**src/rtl/serial_mult_arbiter_pkg.sv**
```systemverilog
// ---------------------------------------------------------------------------
// serial_mult_arbiter_pkg : shared state encodings and parameter defaults
// Rev 1.0
// ---------------------------------------------------------------------------
`default_nettype none

package serial_mult_arbiter_pkg;

  localparam int DEF_N = 4;
  localparam int DEF_W = 4;

  typedef enum logic [1:0] {
    S_IDLE = 2'd0,
    S_RUN  = 2'd1,
    S_DONE = 2'd2
  } state_t;

endpackage

`default_nettype wire

```
**src/rtl/serial_mult_arbiter_if.sv**
```systemverilog
// ---------------------------------------------------------------------------
// serial_mult_arbiter_if : request/operand/result bundle between clients and arbiter
// Rev 1.0
// ---------------------------------------------------------------------------
`default_nettype none

interface serial_mult_arbiter_if
  import serial_mult_arbiter_pkg::*;
#(
  parameter int N = DEF_N,
  parameter int W = DEF_W
);

  logic [N-1:0]   REQ;
  logic [N*W-1:0] A_FLAT;
  logic [N*W-1:0] B_FLAT;
  logic [N-1:0]   GNT;
  logic [2*W-1:0] P_OUT;
  logic [N-1:0]   DONE_VLD;
  logic           BUSY;

  modport master (
    output REQ, A_FLAT, B_FLAT,
    input  GNT, P_OUT, DONE_VLD, BUSY
  );

  modport slave (
    input  REQ, A_FLAT, B_FLAT,
    output GNT, P_OUT, DONE_VLD, BUSY
  );

endinterface

`default_nettype wire

```
**src/rtl/serial_mult_arbiter_core.sv**
```systemverilog
// ---------------------------------------------------------------------------
// serial_mult_core : MSB-first shift-add multiplier, W steps after a LOAD pulse
// Rev 1.0
// ---------------------------------------------------------------------------
`default_nettype none

module serial_mult_core
  import serial_mult_arbiter_pkg::*;
#(
  parameter int W = DEF_W
) (
  input  logic           CLK,
  input  logic           RST,
  input  logic           LOAD,
  input  logic [W-1:0]   A,
  input  logic [W-1:0]   B,
  output logic [2*W-1:0] P,
  output logic           DONE
);

  localparam int CW = $clog2(W) + 1;

  logic [W-1:0]   a_q;
  logic [W-1:0]   m_q;
  logic [2*W-1:0] acc_q;
  logic [2*W-1:0] acc_d;
  logic [CW-1:0]  cnt_q;
  logic           run_q;

  always_comb begin
    acc_d = (acc_q << 1) + (m_q[W-1] ? {{W{1'b0}}, a_q} : {(2*W){1'b0}});
  end

  // P is the value the accumulator takes on this edge, so the final step can
  // be captured by the caller on the same edge that DONE is high.
  assign P    = acc_d;
  assign DONE = run_q && (cnt_q == CW'(W - 1));

  always_ff @(posedge CLK) begin
    if (RST) begin
      a_q   <= '0;
      m_q   <= '0;
      acc_q <= '0;
      cnt_q <= '0;
      run_q <= 1'b0;
    end else if (LOAD) begin
      a_q   <= A;
      m_q   <= B;
      acc_q <= '0;
      cnt_q <= '0;
      run_q <= 1'b1;
    end else if (run_q) begin
      acc_q <= acc_d;
      m_q   <= m_q << 1;
      cnt_q <= cnt_q + 1'b1;
      if (DONE) begin
        run_q <= 1'b0;
      end
    end
  end

endmodule

`default_nettype wire

```
**src/rtl/serial_mult_arbiter.sv**
```systemverilog
// ---------------------------------------------------------------------------
// serial_mult_arbiter : round-robin arbiter sharing one serial multiplier among N clients
// Rev 1.0
// ---------------------------------------------------------------------------
`default_nettype none

module serial_mult_arbiter
  import serial_mult_arbiter_pkg::*;
#(
  parameter int N   = DEF_N,
  parameter int W   = DEF_W,
  parameter int IDW = 2
) (
  input  logic                  CLK,
  input  logic                  RST,
  serial_mult_arbiter_if.slave  bus
);

  localparam int             IDXW  = IDW + 1;
  localparam logic [N-1:0]   ONE_N = {{(N-1){1'b0}}, 1'b1};

  state_t         state_q, state_d;
  logic [IDW-1:0] ptr_q, ptr_d;
  logic [IDW-1:0] win_q, win_d;
  logic [N-1:0]   gnt_q, gnt_d;
  logic [N-1:0]   done_q, done_d;
  logic [2*W-1:0] pout_q, pout_d;
  logic           busy_q;

  logic           pick_vld;
  logic [IDW-1:0] pick_idx;
  logic [IDXW-1:0] idx_ext;
  int             sel_base;
  logic [W-1:0]   a_sel;
  logic [W-1:0]   b_sel;
  logic           load;
  logic [2*W-1:0] core_p;
  logic           core_done;

  // Rotating priority search starting at ptr_q; one extra bit so the wrap
  // subtraction never overflows.
  always_comb begin
    pick_vld = 1'b0;
    pick_idx = '0;
    idx_ext  = '0;
    for (int k = 0; k < N; k++) begin
      idx_ext = {1'b0, ptr_q} + IDXW'(k);
      if (idx_ext >= IDXW'(N)) begin
        idx_ext = idx_ext - IDXW'(N);
      end
      if (!pick_vld && bus.REQ[idx_ext[IDW-1:0]]) begin
        pick_vld = 1'b1;
        pick_idx = idx_ext[IDW-1:0];
      end
    end
  end

  always_comb begin
    sel_base = int'(pick_idx) * W;
    a_sel    = bus.A_FLAT[sel_base +: W];
    b_sel    = bus.B_FLAT[sel_base +: W];
  end

  always_comb begin
    state_d = state_q;
    ptr_d   = ptr_q;
    win_d   = win_q;
    gnt_d   = '0;
    done_d  = '0;
    pout_d  = pout_q;
    load    = 1'b0;
    case (state_q)
      S_IDLE: begin
        if (pick_vld) begin
          load    = 1'b1;
          win_d   = pick_idx;
          gnt_d   = ONE_N << pick_idx;
          state_d = S_RUN;
        end
      end
      S_RUN: begin
        if (core_done) begin
          pout_d  = core_p;
          done_d  = ONE_N << win_q;
          state_d = S_DONE;
        end
      end
      S_DONE: begin
        ptr_d   = (win_q == IDW'(N - 1)) ? '0 : win_q + 1'b1;
        state_d = S_IDLE;
      end
      default: begin
        state_d = S_IDLE;
      end
    endcase
  end

  always_ff @(posedge CLK) begin
    if (RST) begin
      state_q <= S_IDLE;
      ptr_q   <= '0;
      win_q   <= '0;
      gnt_q   <= '0;
      done_q  <= '0;
      pout_q  <= '0;
      busy_q  <= 1'b0;
    end else begin
      state_q <= state_d;
      ptr_q   <= ptr_d;
      win_q   <= win_d;
      gnt_q   <= gnt_d;
      done_q  <= done_d;
      pout_q  <= pout_d;
      busy_q  <= (state_d != S_IDLE);
    end
  end

  serial_mult_core #(
    .W (W)
  ) u_core (
    .CLK  (CLK),
    .RST  (RST),
    .LOAD (load),
    .A    (a_sel),
    .B    (b_sel),
    .P    (core_p),
    .DONE (core_done)
  );

  assign bus.GNT      = gnt_q;
  assign bus.DONE_VLD = done_q;
  assign bus.P_OUT    = pout_q;
  assign bus.BUSY     = busy_q;

endmodule

`default_nettype wire
```
**src/flat_wrapper.sv**
```systemverilog
// flat-port wrapper written by rule: the top's interface ports become plain ports
module serial_mult_arbiter_flat import serial_mult_arbiter_pkg::*;
#(
  parameter int N   = DEF_N,
  parameter int W   = DEF_W,
  parameter int IDW = 2
)
  (CLK, RST, bus_REQ, bus_A_FLAT, bus_B_FLAT, bus_GNT, bus_P_OUT, bus_DONE_VLD, bus_BUSY);
  serial_mult_arbiter_if #(.N(N), .W(W)) bus_i ();
  input  logic CLK;
  input  logic RST;
  input wire logic [$bits(bus_i.REQ)-1:0] bus_REQ;
  input wire logic [$bits(bus_i.A_FLAT)-1:0] bus_A_FLAT;
  input wire logic [$bits(bus_i.B_FLAT)-1:0] bus_B_FLAT;
  output wire logic [$bits(bus_i.GNT)-1:0] bus_GNT;
  output wire logic [$bits(bus_i.P_OUT)-1:0] bus_P_OUT;
  output wire logic [$bits(bus_i.DONE_VLD)-1:0] bus_DONE_VLD;
  output wire logic [$bits(bus_i.BUSY)-1:0] bus_BUSY;
  assign bus_i.REQ = bus_REQ;
  assign bus_i.A_FLAT = bus_A_FLAT;
  assign bus_i.B_FLAT = bus_B_FLAT;
  assign bus_GNT = bus_i.GNT;
  assign bus_P_OUT = bus_i.P_OUT;
  assign bus_DONE_VLD = bus_i.DONE_VLD;
  assign bus_BUSY = bus_i.BUSY;
  serial_mult_arbiter #(.N(N), .W(W), .IDW(IDW)) u_core (.CLK(CLK), .RST(RST), .bus(bus_i));
endmodule
```
**config.mk**
```make
export PLATFORM = sky130hd
export DESIGN_NAME = serial_mult_arbiter_flat
export DESIGN_NICKNAME = d
export VERILOG_FILES = /design/src/rtl/serial_mult_arbiter_pkg.sv /design/src/rtl/serial_mult_arbiter_if.sv /design/src/rtl/serial_mult_arbiter_core.sv /design/src/rtl/serial_mult_arbiter.sv /design/src/flat_wrapper.sv
export SDC_FILE = /design/constraint.sdc
export NUM_CORES = 1
export LEC_CHECK = 0
export BUFFER_PORTS_ARGS = -buffer_cell sky130_fd_sc_hd__buf_2
export CORE_AREA = 2 2 99 63
export DETAILED_ROUTE_END_ITERATION = 12
export DIE_AREA = 0 0 101 65
export SKIP_CTS_REPAIR_TIMING = 1
export SLEW_MARGIN = 20
export SYNTH_ARGS = -nofsm -noshare
export SYNTH_HDL_FRONTEND = slang
export SYNTH_HIERARCHICAL = 1
export SYNTH_SLANG_ARGS = --single-unit
```
**constraint.sdc**
```tcl
create_clock -name CLK -period 1.55 [get_ports CLK]
set_input_delay 0 -clock CLK [delete_from_list [all_inputs] [get_ports CLK]]
set_output_delay 0 -clock CLK [all_outputs]
set_load 0.01 [all_outputs]
```
==> flow_summary.json <==
{
  "peakVddDrop_v": 0.000328,
  "setup_slack_ns": -0.238,
  "grt_overflow": 0,
  "cts-root-buf": "clkbuf_8",
  "port_buffers": 54,
  "grt_setup_unrepaired": "yes",
  "grt_pass1_wl_um": 7200,
  "yosysSeqAreaShare_pct": 39.8,
  "crit_buf_inv": 3,
  "syn_nets": 274,
  "crit_required_ns": 1.78,
  "ant_nets": 0,
  "setup_tns_ns": -1.56,
  "yosys_warnings": 6,
  "routed_via_density": 4.74,
  "drc_errors": 0,
  "worstSetupEndpointType": "flip-flop",
  "rows": 22,
  "grt_use_total_pct": 13.9,
  "core_sq_um": 5780,
  "fmax_mhz": 559,
  "clkLatencyLatePin_ns": 0.29,
  "worstPathCellList": "and2_4, ha_4, inv_2, fa_2, buf_4, buf_6, xnor2_4, nand2_1, a21oi_1",
  "cts_tree": "done",
  "slew_headroom_pct": 79.0,
  "status": "finished with violations",
  "dp_hpwl_um": 3360,
  "wl_per_cell_um": 12.2,
  "fin_skew_ns": 0.00926,
  "fin_crit_ns": 1.79,
  "die_h_um": 65,
  "synth_ff_type": "dfxtp_1",
  "cts.sinks": 42,
  "dp_cells": 367,
  "p_leak_nw": 1.26,
  "via_count": 1812,
  "fin_cells": 382,
  "cts_buffer_depth": 2,
  "drive_gt1_share_pct": 41.9,
  "cts_buffers": 5,
  "start_util_pct": 36.6,
  "grt_max_degree": 29,
  "p_clk_share_pct": 31.7,
  "clkTransAtPathRegs_ns": 0.08,
  "cts.htree.levels": 2,
  "cap_viol_max_count": 0,
  "antenna_found_initial": 0,
  "ys_ff_latch": 42,
  "combinationalPowerShare_pct": 16.2,
  "ys_types": 50,
  "switching_share_pct": 25.8,
  "drt-pass1-iter-count": 4,
  "hold_viol": 0,
  "syn_area_sq_um": 2110,
  "nNetsFinal": 354,
  "hold_ws_ns": 0.156,
  "min_path_type": "in2reg",
  "internal_power_w": 0.00162,
  "p_switching_w": 0.000565,
  "p_per_area_nw_per_um2": 756,
  "synthCells": 229,
  "slew_viol_final": 0,
  "cp_data_arrival_time_ns": 2.02,
  "fp.dieArea_sq_um": 6570,
  "async_reset_ff_share_pct": 0,
  "totalWireLength_um": 4660,
  "gp_congestion": 0.782,
  "drtIter0Drc": 92,
  "slowest_delay_ns": 0.39,
  "pre_cts_ws_ns": -0.198,
  "period_share_pct": 115,
  "synth_edf_count": 0,
  "io_pins": 55,
  "syn_area_per_cell_sq_um": 9.23,
  "syn2layout_area_growth_pct": 36.9,
  "first_global_vias": 1558,
  "pwr-share-seq_pct": 52.1,
  "crit_path_start_kind": "flip-flop",
  "violations": "setup timing",
  "dieWidth_um": 101,
  "n_antenna_cell": 0,
  "crit_family": "adder cells",
  "cp_slowest_cell": "fa_2",
  "setup_viol": 16,
  "crit_type": "reg2reg",
  "worst_slew_pin_slew_ns": 0.315,
  "cp_max_fo": 5
}
-- power by group through the flow --
| stage | combinational, W | sequential (W) | clock, W |
|---|---|---|---|
| after floorplan | 0.000215 | 0.00116 | 0 |
| after global placement | 0.000325 | 0.00116 | 0 |
| after global routing | 0.000391 | 0.00115 | 0.000776 |
| after CTS | 0.000328 | 0.00114 | 0.000725 |
| after detailed placement | 0.000326 | 0.00116 | 0 |
| final | 0.000355 | 0.00114 | 0.000694 |
-- cell usage in the layout, fill, tap and decap left out, drive strengths merged, types with 3 or more instances in the layout --
| cell type | Yosys | layout |
|---|---|---|
| inv | 11 | 11 |
| or4 | 3 | 3 |
| and2 | 5 | 5 |
| ha | 6 | 6 |
| nand2b | 4 | 4 |
| clkbuf | 3 | 5 |
| mux2 | 3 | 3 |
| a21oi | 14 | 14 |
| nor2 | 33 | 33 |
| buf | 9 | 85 |
| a211oi | 4 | 4 |
| nand2 | 23 | 23 |
| dfxtp | 42 | 42 |
| mux2i | 37 | 37 |
| xnor2 | 3 | 3 |
-- registers in the layout (all words and copies together) (netlist names) --
| name | cells |
|---|---|
| u_core/bus.BUSY | 1 |
| u_core/bus.GNT | 4 |
| u_core/u_core/run_q | 1 |
| u_core/u_core/acc_q | 7 |
| u_core/win_q | 2 |
| u_core/state_q | 2 |
| u_core/u_core/m_q | 4 |
| u_core/u_core/cnt_q | 3 |
| u_core/bus.DONE_VLD | 4 |
| u_core/bus.P_OUT | 8 |
| u_core/ptr_q | 2 |
| u_core/u_core/a_q | 4 |
-- metal layers --
metal	GRT usage [%]	part of all wire (%)	vias to the layer above
li1	-	-	951
met1	20.9	53	811
met2	19.3	42	50
met4	2.53	0	0
met5	0	0	-
met3	4.21	5.1	0
-- synth_stat cells (2+ instances only) --
master     number  share of area [%]
or4_1           2               0.71
o21ai_0         2               0.47
nor2_1         33                5.9
mux2_2          3                1.6
clkbuf_1        2               0.36
and3_1          2               0.59
o2111ai_1       2               0.83
dfxtp_1        42                 40
mux2i_1        37                 18
xnor2_1         3                1.2
a211oi_1        3                1.1
nor2b_1         2               0.59
and2_1          5                1.5
a21oi_1        13                3.1
ha_1            6                3.6
inv_1          10                1.8
buf_2           4               0.95
buf_6           2                1.1
nand2b_1        4                1.2
nand2_1        22                3.9
-- logic make-up (layout without fill, tap and decap cells) --
kind of cell    count (synthesis)  after routing  share of synthesized area, %
compound gates                 31             31                          10.1
xor+xnor                        4              4                          1.66
fa+ha+maj                       7              7                          4.50
buf+inv                        23            104                          6.04
flops                          42             42                          39.8
mux                            40             40                          19.1
simple gates                   82             82                          18.8
-- through the flow --
step,instance area [sq um],total power (W),util [%]
2_1_floorplan,2150,0.00138,-
3_3_place_gp,2600,0.00149,45.0
3_5_place_dp,2600,0.00149,45.0
4_1_cts,2690,0.00219,46.6
5_1_grt,2900,0.00231,50.1
6_report,2900,0.00219,50.1
-- tightest hold or removal path, cell delays in order --
cell	delay, ns
buf_2	0.07
mux2i_1	0.05
mux2i_1	0.13
mux2i_1	0.09
nor2_1	0.07
-- cell type report --
class	count	area, sq um
Clock inverter	3	21.3
Tap cell	72	90.1
Fill cell	547	2890
Clock buffer	5	68.8
Timing Repair Buffer	85	547
Inverter	11	41.3
Sequential cell	42	853
Multi-Input combinational cell	164	1270
-- path summary, 6_finish.rpt --
path	from	endpoint	slack (ns)	cells after the start
max	u_core/u_core/m_q[3]$_SDFFE_PP0P_	u_core/bus.P_OUT[3]$_SDFFE_PP0P_	-0.24	9
min	bus_B_FLAT[3]	u_core/u_core/m_q[3]$_SDFFE_PP0P_	0.16	5
max reg2reg	u_core/u_core/m_q[3]$_SDFFE_PP0P_	u_core/bus.P_OUT[3]$_SDFFE_PP0P_	-0.24	9
min reg2reg	u_core/bus.P_OUT[5]$_SDFFE_PP0P_	u_core/bus.P_OUT[5]$_SDFFE_PP0P_	0.46	2
(Power assumes the default switching activity.)
